### src/rtl/dino_pkg.sv
// Shared types and constants for the dino game pixel pipeline.
// Holds the game state enum, visible screen size and sprite colours.
package dino_pkg;

  typedef enum logic [1:0] {
    IDLE = 2'd0,
    RUN  = 2'd1,
    OVER = 2'd2
  } state_t;

  localparam int H_VIS = 640;
  localparam int V_VIS = 480;

  localparam logic [11:0] COLOR_FG_D  = 12'h555;
  localparam logic [11:0] COLOR_BG_D  = 12'hFFF;
  localparam logic [11:0] COLOR_HIT_D = 12'hF00;

endpackage

### src/rtl/collision_ctrl_sync_edge.sv
// Two-flop synchroniser with a history flop, emitting a one-cycle edge pulse.
// Ports: clkdiv, RESET (async high), d (async level), pulse (RISE ? rising : falling edge).
module sync_edge #(
  parameter bit RISE = 1'b1
) (
  input  logic clkdiv,
  input  logic RESET,
  input  logic d,
  output logic pulse
);

  logic meta_q, meta_d;
  logic sync_q, sync_d;
  logic hist_q, hist_d;

  always_comb begin
    meta_d = d;
    sync_d = meta_q;
    hist_d = sync_q;
  end

  always_ff @(posedge clkdiv or posedge RESET) begin
    if (RESET) begin
      meta_q <= 1'b0;
      sync_q <= 1'b0;
      hist_q <= 1'b0;
    end else begin
      meta_q <= meta_d;
      sync_q <= sync_d;
      hist_q <= hist_d;
    end
  end

  assign pulse = RISE ? (sync_q & ~hist_q) : (~sync_q & hist_q);

endmodule

### src/rtl/collision_ctrl.sv
// Sprite overlap detection, game FSM, score/speed keeping and pixel colour mux.
// Ports: clkdiv/RESET, START, fresh, row/col, sprite masks -> status, speed, score, crash, rgb.
module collision_ctrl
  import dino_pkg::*;
#(
  parameter logic [3:0]  SPEED_MIN       = 4'd2,
  parameter logic [3:0]  SPEED_MAX       = 4'd9,
  parameter logic [15:0] FRAMES_PER_STEP = 16'd600,
  parameter logic [11:0] COLOR_FG        = COLOR_FG_D,
  parameter logic [11:0] COLOR_BG        = COLOR_BG_D,
  parameter logic [11:0] COLOR_HIT       = COLOR_HIT_D
) (
  input  logic        clkdiv,
  input  logic        RESET,
  input  logic        START,
  input  logic        fresh,
  input  logic [8:0]  row_addr,
  input  logic [9:0]  col_addr,
  input  logic        cactus_px,
  input  logic        dino_px,
  output logic        game_status,
  output logic [3:0]  speed,
  output logic [15:0] score,
  output logic        crash,
  output logic [11:0] rgb
);

  localparam logic [8:0] V_LIM = 9'(V_VIS);
  localparam logic [9:0] H_LIM = 10'(H_VIS);

  logic start_rise;
  logic frame_end;

  sync_edge #(.RISE(1'b1)) u_start (
    .clkdiv (clkdiv),
    .RESET  (RESET),
    .d      (START),
    .pulse  (start_rise)
  );

  sync_edge #(.RISE(1'b0)) u_fresh (
    .clkdiv (clkdiv),
    .RESET  (RESET),
    .d      (fresh),
    .pulse  (frame_end)
  );

  state_t      state_q, state_d;
  logic [15:0] score_q, score_d;
  logic [3:0]  speed_q, speed_d;
  logic [15:0] cnt_q, cnt_d;
  logic        hit_q, hit_d;
  logic        status_q, status_d;
  logic        crash_q, crash_d;
  logic [11:0] rgb_q, rgb_d;

  logic       visible;
  logic       hit_now;
  logic       hit_any;
  logic [4:0] spd_inc;

  assign visible = (row_addr < V_LIM) && (col_addr < H_LIM);
  assign hit_now = visible & cactus_px & dino_px;
  // A hit landing on the frame_end cycle still belongs to the ending frame.
  assign hit_any = hit_q | hit_now;
  assign spd_inc = {1'b0, speed_q} + 5'd1;

  always_comb begin
    state_d = state_q;
    score_d = score_q;
    speed_d = speed_q;
    cnt_d   = cnt_q;
    hit_d   = frame_end ? 1'b0 : hit_any;
    unique case (state_q)
      IDLE, OVER: begin
        if (start_rise) begin
          state_d = RUN;
          score_d = '0;
          speed_d = SPEED_MIN;
          cnt_d   = '0;
          hit_d   = 1'b0;
        end
      end
      RUN: begin
        if (frame_end) begin
          if (hit_any) begin
            state_d = OVER;
          end else begin
            if (score_q != 16'hFFFF) score_d = score_q + 16'd1;
            if (cnt_q == FRAMES_PER_STEP - 16'd1) begin
              cnt_d   = '0;
              speed_d = (spd_inc > {1'b0, SPEED_MAX}) ?
                        SPEED_MAX : spd_inc[3:0];
            end else begin
              cnt_d = cnt_q + 16'd1;
            end
          end
        end
      end
      default: state_d = IDLE;
    endcase
  end

  always_comb begin
    status_d = (state_q == RUN);
    crash_d  = (state_q == OVER);
    rgb_d    = COLOR_BG;
    if (!visible) begin
      rgb_d = 12'h000;
    end else if (cactus_px & dino_px) begin
      rgb_d = COLOR_HIT;
    end else if (cactus_px | dino_px) begin
      rgb_d = (state_q == OVER) ? COLOR_HIT : COLOR_FG;
    end
  end

  always_ff @(posedge clkdiv or posedge RESET) begin
    if (RESET) begin
      state_q  <= IDLE;
      score_q  <= '0;
      speed_q  <= SPEED_MIN;
      cnt_q    <= '0;
      hit_q    <= 1'b0;
      status_q <= 1'b0;
      crash_q  <= 1'b0;
      rgb_q    <= '0;
    end else begin
      state_q  <= state_d;
      score_q  <= score_d;
      speed_q  <= speed_d;
      cnt_q    <= cnt_d;
      hit_q    <= hit_d;
      status_q <= status_d;
      crash_q  <= crash_d;
      rgb_q    <= rgb_d;
    end
  end

  assign game_status = status_q;
  assign crash       = crash_q;
  assign score       = score_q;
  assign speed       = speed_q;
  assign rgb         = rgb_q;

endmodule
### config.mk
export PLATFORM = sky130hd
export DESIGN_NAME = collision_ctrl
export DESIGN_NICKNAME = d
export VERILOG_FILES = /design/src/rtl/dino_pkg.sv /design/src/rtl/collision_ctrl_sync_edge.sv /design/src/rtl/collision_ctrl.sv
export SDC_FILE = /design/constraint.sdc
export NUM_CORES = 1
export LEC_CHECK = 0
export CORE_ASPECT_RATIO = 1.4
export CORE_MARGIN = 2
export CORE_UTILIZATION = 50
export CTS_CLUSTER_SIZE = 12
export DETAILED_ROUTE_END_ITERATION = 7
export GPL_TIMING_DRIVEN = 0
export HOLD_SLACK_MARGIN = 0.03
export PLACE_DENSITY = 0.86
export SKIP_LAST_GASP = 1
export SLEW_MARGIN = 0
export SYNTH_ARGS = -nofsm -noshare
export SYNTH_HDL_FRONTEND = slang
export SYNTH_SLANG_ARGS = --single-unit
### constraint.sdc
create_clock -name clkdiv -period 3.4 [get_ports clkdiv]
set_input_delay 0.51 -clock clkdiv [delete_from_list [all_inputs] [get_ports clkdiv]]
set_output_delay 0.51 -clock clkdiv [all_outputs]
set_load 0.01 [all_outputs]
# Word-level counts from Yosys, hierarchy flattened

Index checks and enable logic that the tools add are counted.

$add $sub $neg: 3
Multipliers: 0
Div/mod/pow operators: 0
Magnitude comparators: 3
Equality and inequality tests: 10
Shifts and indexed selects: 0
Muxes and demuxes: 26
Bitwise logic cells: 9
Reduce and logical (&&, ||, !) cells: 8

Operators by type and width:

| kind                    | count |
|---|---|
| $mux W16                | 7 |
| $pmux W16 S2            | 2 |
| $mux W12                | 4 |
| $add A16 B1 Y16 const B | 2 |
| $mux W4                 | 5 |
| $eq A16 B10 Y1 const B  | 1 |
| $ne A16 B16 Y1 const B  | 1 |
| $lt A10 B10 Y1 const B  | 1 |
| $reduce_and A5 Y1       | 2 |
| $lt A9 B9 Y1 const B    | 1 |
| $pmux W4 S2             | 1 |
| $mux W2                 | 3 |
| $ne A2 B1 Y1 const B    | 3 |
| $ne A2 B2 Y1 const B    | 3 |
| $add A4 B1 Y5 const B   | 1 |
| $and A1 B1 Y1           | 5 |
| $gt A5 B4 Y1 const B    | 1 |
| $pmux W2 S2             | 1 |
| $reduce_and A4 Y1       | 1 |
| $mux W1                 | 3 |
| $reduce_and A3 Y1       | 1 |
| $eq A2 B1 Y1 const B    | 1 |
| $eq A2 B2 Y1 const B    | 1 |
| $logic_not A2 Y1        | 1 |
| 5 further kinds         | 7 |

Register bits: 59
Bits in latches: 0
Memory bits (writable): 0
Bits in read-only memories: 0
Input bits: 25
Output and inout bits: 34
Word-level logic and storage cells: 73
Memories kept: 0

# Logic depth before layout (Yosys ltp)

Word-level depth: 8
Mapped depth: 8
Mapped depth without buffers: 7

# Cells and area by module

From an unflattened synthesis, not the netlist that was laid out.

Cell total of the unflattened synthesis: 284
Area total of the unflattened synthesis: 2648.8 um^2

Modules (own cells, without submodules):

| module         | times used | cells an instance | area each (um^2) | sequential area each (um^2) |
|---|---|---|---|---|
| collision_ctrl | 1          | 274               | 2463.6           | 1127.3 |
| sync_edge      | 2          | 5                 | 92.6             | 75.1 |

# Least setup slack after synthesis

Ideal clock, no wire load.

Path type: input to register
Start: input port cactus_px
End: register score_q[5], in the netlist score[5]
Library setup time: 78 ps
Data arrival time: 1902 ps
Required time: 3322 ps
Setup slack: 1420 ps
Stages on the path: 5
Path buffers: 0
Path through: and2_1 -> a311o_1 -> a22o_1 -> or4_1 -> a21oi_1

Cells in the longest elaborated chain, start to end: 5

RTL lines:

| what                        | RTL line              | RTL |
|---|---|---|
| start: declaration          | collision_ctrl.sv:19  | `input logic cactus_px,` |
| $and A1 B1 Y1 (2 in series) | collision_ctrl.sv:63  | `assign hit_now = visible & cactus_px & dino_px;` |
| $or A1 B1 Y1                | collision_ctrl.sv:65  | `assign hit_any = hit_q \| hit_now;` |
| $ne A2 B2 Y1 (no line)      | n/a                   |  |
| $reduce_and A5 Y1 (no line) | n/a                   |  |
| end signal: assignment      | collision_ctrl.sv:129 | `score_q <= score_d;` |
| end: declaration            | collision_ctrl.sv:49  | `logic [15:0] score_q, score_d;` |

No other way between the ends.
A chain may end at the register's enable or synchronous reset.

# Worst setup path in the final report

Start: input port cactus_px
End: register cnt_q[6]

Cells in the longest elaborated chain, start to end: 5

RTL lines:

| what                        | RTL line              | RTL |
|---|---|---|
| $and A1 B1 Y1 (2 in series) | collision_ctrl.sv:63  |  |
| $or A1 B1 Y1                | collision_ctrl.sv:65  |  |
| $ne A2 B2 Y1 (no line)      | n/a                   |  |
| $reduce_and A4 Y1 (no line) | n/a                   |  |
| end signal: assignment      | collision_ctrl.sv:131 | `cnt_q <= cnt_d;` |
| end: declaration            | collision_ctrl.sv:51  | `logic [15:0] cnt_q, cnt_d;` |

No other way between the ends.

==> qor.txt <==
top cells by area, synth -> dfrtp_1 (48%), o21ai_0 (6.5%), a21oi_1 (3.8%), o31ai_1 (3.1%), nand2_1 (2.9%)
max cap viols -> 0
final wirelength -> 5670 um
layout cells sized above 1 -> 6.82%
largest stage delay on the critical path -> 0.49 ns
dpl hpwl -> 4160 um
cell accounting for the most synthesized area -> dfrtp_1
CP cell instances -> clkdlybuf4s50_1 -> and2_1 -> a311oi_1 -> nor2_1 -> clkbuf_1 -> o21ai_0 -> o31ai_1
Synth top area share -> 47.7%
DIE AREA -> 5850 um^2
P&R area growth vs syn -> 25.4%
Mapped Cells -> 282
Cell Area, Placed -> 3190 um^2
Slew Limit Headroom -> 40.4%
Storage cell area -> 1280 um^2
Post-synth EDFFs -> 0
Die W -> 65.2 um
DR WL/cell -> 14.1 um
area occupied by multi-input gates -> 1200 um^2
Remaining Overflow, GRT -> 0
fin area -> 3290 um^2
fill count -> 437
CTS Buffer Depth -> 2
Starting Density -> 51.3%
asr flop ratio synth -> 100%
Core ar. -> 5120 um^2
Leak -> 0.00130 uW
Remaining DRCs -> 0
Power Density -> 550 nW/um^2
fmax -> 416 MHz
syn avg cell area -> 9.31 um^2
Fin Setup TNS -> 0 ns
clk_lat worst skew -> 0.31 ns
Fin. Hold Viols -> 0
port bufs -> 46
first-pass GRT wire length -> 9760 um
CTS tree -> built
critical path class -> in -> reg
syn_nets -> 311
Seq/Total Area, Yosys -> 48.7%
Setup Skew -> 0.0126 ns
H-tree Lvls -> 2
drt pass-1 iters -> 4
Max FO, Critical Path -> 10
Critical Path Source Type -> input pin
Arrival @ worst endpoint -> 2.59 ns
ys flop type -> dfrtp_1
antenna viol nets, final -> 0
CP delay by family, top -> compound AO/OA/AOI/OAI gates
setup bufs post-CTS -> 0
Unique masters post-synth -> 50
required time of the critical path -> 3.58 ns
Reg clk slew, reported paths -> 0.09 ns
Num CTS Buffers -> 5
GPL Wtd Cong -> 0.855
synth warn -> 0
Nets -> 365
largest net degree at the start of global routing -> 33
vias in the first global route -> 2,210
Final Max Tran Viols -> 0
Post-CTS Resized -> 0
Setup Viol. Count Final -> 0
commonest non-fill, non-tap cell in the layout -> dfrtp_1
RSZ-0062 raised after global routing -> false
DR iter-0 viols -> 137
commonest cells after routing, fill and taps aside -> dfrtp_1 (50), clkdlybuf4s50_1 (46), o21ai_0 (34), nand2_1 (20), a21oi_1 (20)
reg2reg setup slack -> 1.23 ns
crit share post-route -> 70.8%
Root Driver -> clkbuf_8
initial antenna violation count -> 0
CTS Hold Buffers Added -> 0
row cnt -> 31
Vias/cell -> 5.77
Critical Path Sink Type -> flop
Total GRT Usage -> 20.6%
vias post-DR -> 2,325
slowest CP cell -> a311oi_1
num ports -> 59
worst ir drop on vdd -> 288 uV
status -> finished clean
Ant. Diodes -> 0
placed insts -> 395
Die H -> 89.7 um
buffers and inverters on the worst path -> 2
CTS sink count -> 51
Worst-Margin Slew -> 0.885 ns
Finished Core Util -> 64.3%
worst hold path class -> reg -> reg
Synth Register Bits -> 51
Mapped Area -> 2630 um^2
Final min period -> 2.41 ns
Cell Count, Final, Fillers Out -> 403
worst reg2reg max path: stages (launching register included):
cell      delay (ns)
dfrtp_1         0.38
nor2b_1         0.17
and2b_1         0.16
clkbuf_1        0.18
nor2_1          0.52
clkbuf_1        0.41
o21ai_0         0.17
o31ai_1         0.09
flip-flops by register name, summed over array words and instances, names as in the netlist:
register and cells:
cnt_q 16, score 16, rgb 4, speed 4, state_q 2, crash 1, game_status 1, hit_q 1
u_fresh.hist_d 1, u_fresh.hist_q 1, u_fresh.meta_q 1, u_start.hist_d 1, u_start.hist_q 1, u_start.meta_q 1
kinds of logic after synthesis:
kind of cell               share of synthesized area [%]
and+or+nand+nor                                     22.1
muxes                                              0.381
DFF                                                 48.7
buffers and inverters                               5.77
xor gates and xnor gates                           0.334
adders and majority gates                           2.29
AOI/OAI and AO/OA                                   20.5
power breakdown:
part | total, uW | internal, uW | switching (uW)
clock | 382 | 185 | 196
sequential | 807 | 697 | 110
combinational | 621 | 286 | 335
total | 1810 | 1170 | 641
path summary, 6_finish.rpt:
check | startpoint | endpoint | cells past startpoint
setup / recovery | cactus_px | cnt_q[6] | 7
hold / removal | u_fresh.meta_q | u_fresh.hist_d | 0
setup reg to reg | u_start.hist_d | cnt_q[12] | 7
hold reg to reg | u_fresh.meta_q | u_fresh.hist_d | 0
max in group asynchronous | RESET | u_start.hist_d | 3
min in group asynchronous | RESET | speed[3] | 2
synthesized netlist by cell type (all sizes together) (2+ instances only):
cell    instances
nand2          20
or4             4
inv            12
dfrtp          50
o31ai          11
or3             9
buf            10
o22ai           2
a31oi           2
nand4           7
nor4            3
o41ai           3
ha              4
a21o            2
a41oi           2
and3            2
and4            2
nor2           14
nand3          12
a21oi          20
clkbuf          8
nor2b           7
o21ai          38
nor3            8
nand2b          9
cell type report:
class | instances | area share, %
tap | 66 | 2.51
sequential | 51 | 38.8
inverter | 12 | 1.37
buffer | 18 | 3.23
multi-input combinational | 201 | 36.3
timing repair buffer | 47 | 14.6
clock buffer | 7 | 2.93
clock inverter | 1 | 0.228
per-layer routing:
layer	share of wire, %	up-vias	track usage, %
met5	0	-	0
li1	-	1142	-
met1	41	1136	24.3
met2	55	40	36.8
met3	2.3	7	3.50
met4	1.3	0	7.29
through the flow:
| stage | power, uW | hold WS (ns) | setup slack, ns |
|---|---|---|---|
| finish | 1810 | 0.354 | 0.994 |
| global route | 1940 | 0.359 | 0.787 |
| CTS | 1820 | 0.356 | 0.981 |
| detailed placement | 1440 | 0.336 | 0.674 |
| global placement | 1410 | 0.334 | 0.728 |
| floorplan | 1190 | 0.331 | 1.42 |
No activity file was read; power rests on OpenSTA's default activity.
